<file path="src/rtl/alu_share_arbiter.sv">
// alu_share_arbiter: round-robin share of one combinational ALU between two requesters with a registered, source-tagged response
module alu_share_arbiter #(
  parameter int XLEN    = 32,
  parameter int CNT_W   = 16,
  parameter int RR_INIT = 0
) (
  input  logic             clk,
  input  logic             reset,
  input  logic             req0_valid,
  output logic             req0_ready,
  input  logic [3:0]       req0_op,
  input  logic [XLEN-1:0]  req0_a,
  input  logic [XLEN-1:0]  req0_b,
  input  logic             req1_valid,
  output logic             req1_ready,
  input  logic [3:0]       req1_op,
  input  logic [XLEN-1:0]  req1_a,
  input  logic [XLEN-1:0]  req1_b,
  output logic [3:0]       alu_op,
  output logic [XLEN-1:0]  alu_a,
  output logic [XLEN-1:0]  alu_b,
  input  logic [XLEN-1:0]  alu_result,
  output logic             rsp_valid,
  input  logic             rsp_ready,
  output logic             rsp_src,
  output logic [XLEN-1:0]  rsp_result,
  output logic             rsp_err,
  output logic [CNT_W-1:0] grant_cnt0,
  output logic [CNT_W-1:0] grant_cnt1
);
  logic ptr_q, ptr_d, gnt_id, accept, hs, legal;
  logic [3:0] g_op;
  logic [XLEN-1:0] g_a, g_b;
  logic rsp_valid_q, rsp_valid_d, rsp_src_q, rsp_src_d, rsp_err_q, rsp_err_d;
  logic [XLEN-1:0] rsp_result_q, rsp_result_d;
  logic [CNT_W-1:0] cnt0_q, cnt0_d, cnt1_q, cnt1_d;
  always_comb begin
    gnt_id     = (req0_valid && req1_valid) ? ptr_q : req1_valid;
    accept     = !rsp_valid_q || rsp_ready;
    hs         = accept && (req0_valid || req1_valid);
    req0_ready = hs && !gnt_id;
    req1_ready = hs && gnt_id;
    g_op       = gnt_id ? req1_op : req0_op;
    g_a        = gnt_id ? req1_a : req0_a;
    g_b        = gnt_id ? req1_b : req0_b;
    legal      = g_op <= 4'd10;
    // idle or illegal requests park the ALU on a harmless ADD 0+0
    alu_op     = (hs && legal) ? g_op : 4'd3;
    alu_a      = (hs && legal) ? g_a : '0;
    alu_b      = (hs && legal) ? g_b : '0;
  end
  always_comb begin
    ptr_d        = hs ? !gnt_id : ptr_q;
    rsp_valid_d  = hs || (rsp_valid_q && !rsp_ready);
    rsp_src_d    = hs ? gnt_id : rsp_src_q;
    rsp_err_d    = hs ? !legal : rsp_err_q;
    rsp_result_d = hs ? (legal ? alu_result : '0) : rsp_result_q;
    cnt0_d       = (req0_ready && cnt0_q != '1) ? cnt0_q + CNT_W'(1) : cnt0_q;
    cnt1_d       = (req1_ready && cnt1_q != '1) ? cnt1_q + CNT_W'(1) : cnt1_q;
  end
  always_ff @(posedge clk) begin
    if (reset) begin
      ptr_q        <= RR_INIT != 0;
      rsp_valid_q  <= 1'b0;
      rsp_src_q    <= 1'b0;
      rsp_err_q    <= 1'b0;
      rsp_result_q <= '0;
      cnt0_q       <= '0;
      cnt1_q       <= '0;
    end else begin
      ptr_q        <= ptr_d;
      rsp_valid_q  <= rsp_valid_d;
      rsp_src_q    <= rsp_src_d;
      rsp_err_q    <= rsp_err_d;
      rsp_result_q <= rsp_result_d;
      cnt0_q       <= cnt0_d;
      cnt1_q       <= cnt1_d;
    end
  end
  assign rsp_valid  = rsp_valid_q;
  assign rsp_src    = rsp_src_q;
  assign rsp_err    = rsp_err_q;
  assign rsp_result = rsp_result_q;
  assign grant_cnt0 = cnt0_q;
  assign grant_cnt1 = cnt1_q;
endmodule

</file>
<file path="config.mk">
export PLATFORM = sky130hd
export DESIGN_NAME = alu_share_arbiter
export DESIGN_NICKNAME = d
export VERILOG_FILES = /design/src/rtl/alu_share_arbiter.sv
export SDC_FILE = /design/constraint.sdc
export NUM_CORES = 1
export LEC_CHECK = 0
export CAP_MARGIN = 5
export CORE_AREA = 3 3 121 123
export CTS_CLUSTER_SIZE = 12
export DETAILED_ROUTE_END_ITERATION = 8
export DIE_AREA = 0 0 124 126
export PLACE_DENSITY_LB_ADDON = 0.15
export SLEW_MARGIN = 20
export SYNTH_ARGS = -nofsm -noshare
export SYNTH_HDL_FRONTEND = slang
export SYNTH_SLANG_ARGS = --single-unit
</file>
<file path="constraint.sdc">
create_clock -name clk -period 2.4 [get_ports clk]
set_clock_uncertainty 0.2 [all_clocks]
set_input_delay 0.36 -clock clk [delete_from_list [all_inputs] [get_ports clk]]
set_output_delay 0.36 -clock clk [all_outputs]
set_load 0.02 [all_outputs]
</file>
==> impl_metrics.yaml <==
global_routing:
  antenna_found_initial: 6
  grt_pass1_wl_um: 25400
  grtUsageTotal_pct: 20.75
  grt_remaining_overflow: 0
  grt_max_degree: 42
  grt_pass1_vias: 4902
pwr:
  p_leak_nw: 3.109
  p_per_area_nw_per_um2: 476.2
  irDropWorstVdd_mv: 0.2512
  p_total_mw: 3.720
layout:
  seq_area_um2: 1363
  layout.nets: 1026
  final_util_pct: 56.72
  drive_gt1_share_pct: 21.64
  fillers: 1285
  multiInputGateArea_um2: 2352
  syn_to_final_growth_pct: 110.0
  instances_no_fill: 1041
logic_synthesis:
  synthCells: 508
  synth_compound_area_share_pct: 20.11
  syn_nets: 683
  synth_fa_ha_area_share_pct: 0.6725
  synth_ff_type: "dfxtp_1"
  synth_xor_area_share_pct: 5.884
  ys_warn_count: 0
  syn_area_um2: 3721
  synth_top_family_by_area: "simple AND/OR/NAND/NOR gates"
  async_flop_share_pct: 0
  syn-mean-instance-area_um2: 7.325
  ys_ff_latch: 68
  muxShareOfSynthArea_pct: 0.5716
  ys_seq_area_share_pct: 36.58
  synth-edff-count: 0
  synth_cell_types: 40
  synth-simple-area-share_pct: 30.83
floorplan:
  rows: 43
  coreArea_um2: 13770
  fp.dieH_um: 126
  dieArea_um2: 15620
  start_util_pct: 27.02
  io_pins: 310
  die_w_um: 124
timing:
  fin_hold_ws_ns: 0.2747
  fmax_ghz: 0.3994
  rsz0062_at_grt: "true"
  fin_ws_ns: -0.1037
  fin_crit_sh_pct: 104.3
  max_slew_margin_pct: 52.83
  hold_violations: 0
  setup_viol: 51
  final_max_slew_viol_count: 0
  worstMarginPinSlew_ns: 0.7058
  finalCriticalPeriod_ns: 2.504
worst_hold_path:
  hold_path_end: "rsp_result[27]"
  hp-class: "flip-flop to flip-flop"
  hp-start: "rsp_result[27]"
  whs_path_depth: 1
detailed_routing:
  wl_um: 17370
  met2_length_um: 8806
  drtIter0Drc: 193
  wl_met3_um: 1838
  ant_nets: 0
  wl_met1_um: 6237
  drc_errors: 0
  routedWlPerCell_um: 16.68
  dr.pass1.iters: 4
  highest_layer: "met4"
  vias_per_cell: 4.861
  vias: 5060
placement:
  place_congestion: 0.8852
  numPlacedInstances: 999
  dpl.hpwl_um: 13460
  io_buffers: 309
  preCtsSetupSlack_ns: -0.6063
clocking:
  cts-root-buf: "clkbuf_16"
  clockBufferDepth: 2
  clock_sinks: 68
  cts_tree: "done"
  clkLatencyLatePin_ns: 0.32
  htreeDepth: 3
  clk_pin_slew_ns: 0.05
  cts_buffers: 9
setup_path:
  cp.required_ns: 1.84
  reg2reg_depth: 6
  timing.rr.end: "grant_cnt1[10]"
  critPathMaxFanout: 5
  critPathKind: "input pin to output port"
  cp.arrival_ns: 1.94
  critPathLaunchType: "input pin"
  ff2ff_setup_slack_ns: 0.29
  critPathCaptureType: "output port"
  r2r-start: "grant_cnt1[0]"
flow_run:
  maxCapViolCount: 0
outcome:
  status: "finished, violations left"
  violations: "setup timing"
[registers in the layout, summed over array words and instances, names as in the netlist]
register	flops
rsp_valid	1
grant_cnt0	16
grant_cnt1	16
ptr_q	1
rsp_result	32
rsp_err	1
rsp_src	1
[cell usage after synthesis (2+ instances only)]
library cell	n	area (µm²)
a21oi_1	75	375.4
nor2_1	35	131.4
and3_1	5	31.28
nand4_1	13	81.33
buf_2	6	30.03
nand2_1	148	555.5
o21ai_0	3	15.01
ha_1	2	25.02
buf_4	4	30.03
nand2b_1	2	12.51
nor4_1	7	43.79
nand3_1	9	45.04
nor3b_1	3	22.52
a22o_1	32	280.3
or3_1	2	12.51
inv_1	4	15.01
buf_1	2	7.510
dfxtp_1	68	1361
nor3_1	14	70.07
buf_6	3	33.78
clkbuf_1	21	78.83
nor4b_1	4	35.03
xnor2_1	25	219.0
and4_1	5	43.79
[layer usage]
layer,up-vias,global-route usage [%]
met3,30,7.140
met4,0,9.601
met5,-,0
li1,2447,-
met2,242,36.59
met1,2341,21.90
[area by class of cell]
class | instances | area share (%)
antenna | 6 | 0.1922
sequential | 68 | 17.44
tap | 180 | 2.883
inverter | 5 | 0.2723
timing repair buffer | 368 | 45.79
clock inverter | 5 | 0.3844
multi-input combinational | 399 | 30.11
clock buffer | 10 | 2.931
[per-stage QoR]
step / TNS [ns] / area, µm²
finish: -2.836 / 7812
global route: -5.815 / 7812
global placement: -54.01 / 7233
floorplan: 0 / 3721
CTS: -7.863 / 7671
detailed placement: -42.40 / 7238
[what timing repair did]
| action | in CTS | in global routing |
|---|---|---|
| hold buffers | 0 | 0 |
| setup endpoints to repair | 70 | 68 |
| gates cloned | 3 | 0 |
| buffers inserted | 19 | 3 |
| gates resized for setup | 316 | 88 |
| pin swaps | 2 | 2 |
[worst max-delay path, cell delays in order]
cell and delay, ns:
clkdlybuf4s50_1 0.48, inv_1 0.07, o311ai_4 0.36, buf_12 0.16, buf_12 0.11, buf_16 0.11, buf_6 0.11, a21oi_2 0.04
buf_6 0.13
[report_power, final]
part           switching (mW)  internal [mW]
clock network           0.470          0.687
registers              0.0309           1.18
logic                   0.623          0.730
[logic make-up (layout without fill, tap and decap cells)]
logic type	after synthesis	in the layout
and+or+nand+nor	255	255
adders and majority gates	2	2
muxes	2	2
AOI/OAI and AO/OA	115	115
other	0	6
buffers and inverters	41	388
xor gates and xnor gates	25	25
DFF	68	68
[worst max-delay path by stage]
stage / from / endpoint / cells after the start
floorplan: req1_valid / alu_b[13] / 7
global placement: req0_valid / alu_a[22] / 8
detailed placement: req1_valid / alu_a[29] / 6
CTS: ptr_q / alu_b[6] / 8
global route: ptr_q / alu_op[3] / 9
finish: req0_op[3] / alu_a[3] / 9
[layout by cell type, fill, tap and decap left out, drive strengths merged, types with 2 or more instances in the layout]
cell           synthesis  routed
a21oi                 75      75
a22o                  32      32
and3                   5       5
and4                   5       5
buf                   15     124
clkbuf                21      13
clkdlybuf4s50          0     232
clkinv                 0       3
clkinvlp               0       2
dfxtp                 68      68
diode                  0       6
dlygate4sd2            0       8
ha                     2       2
inv                    5       5
nand2                148     148
nand2b                 2       2
nand3                  9       9
nand4                 13      13
nor2                  36      36
nor3                  15      15
nor3b                  3       3
nor4                   8       8
nor4b                  4       4
o21ai                  3       3
or2                    2       2
or3                    2       2
xnor2                 25      25
Note: power is estimated with default switching activity, not from simulation.
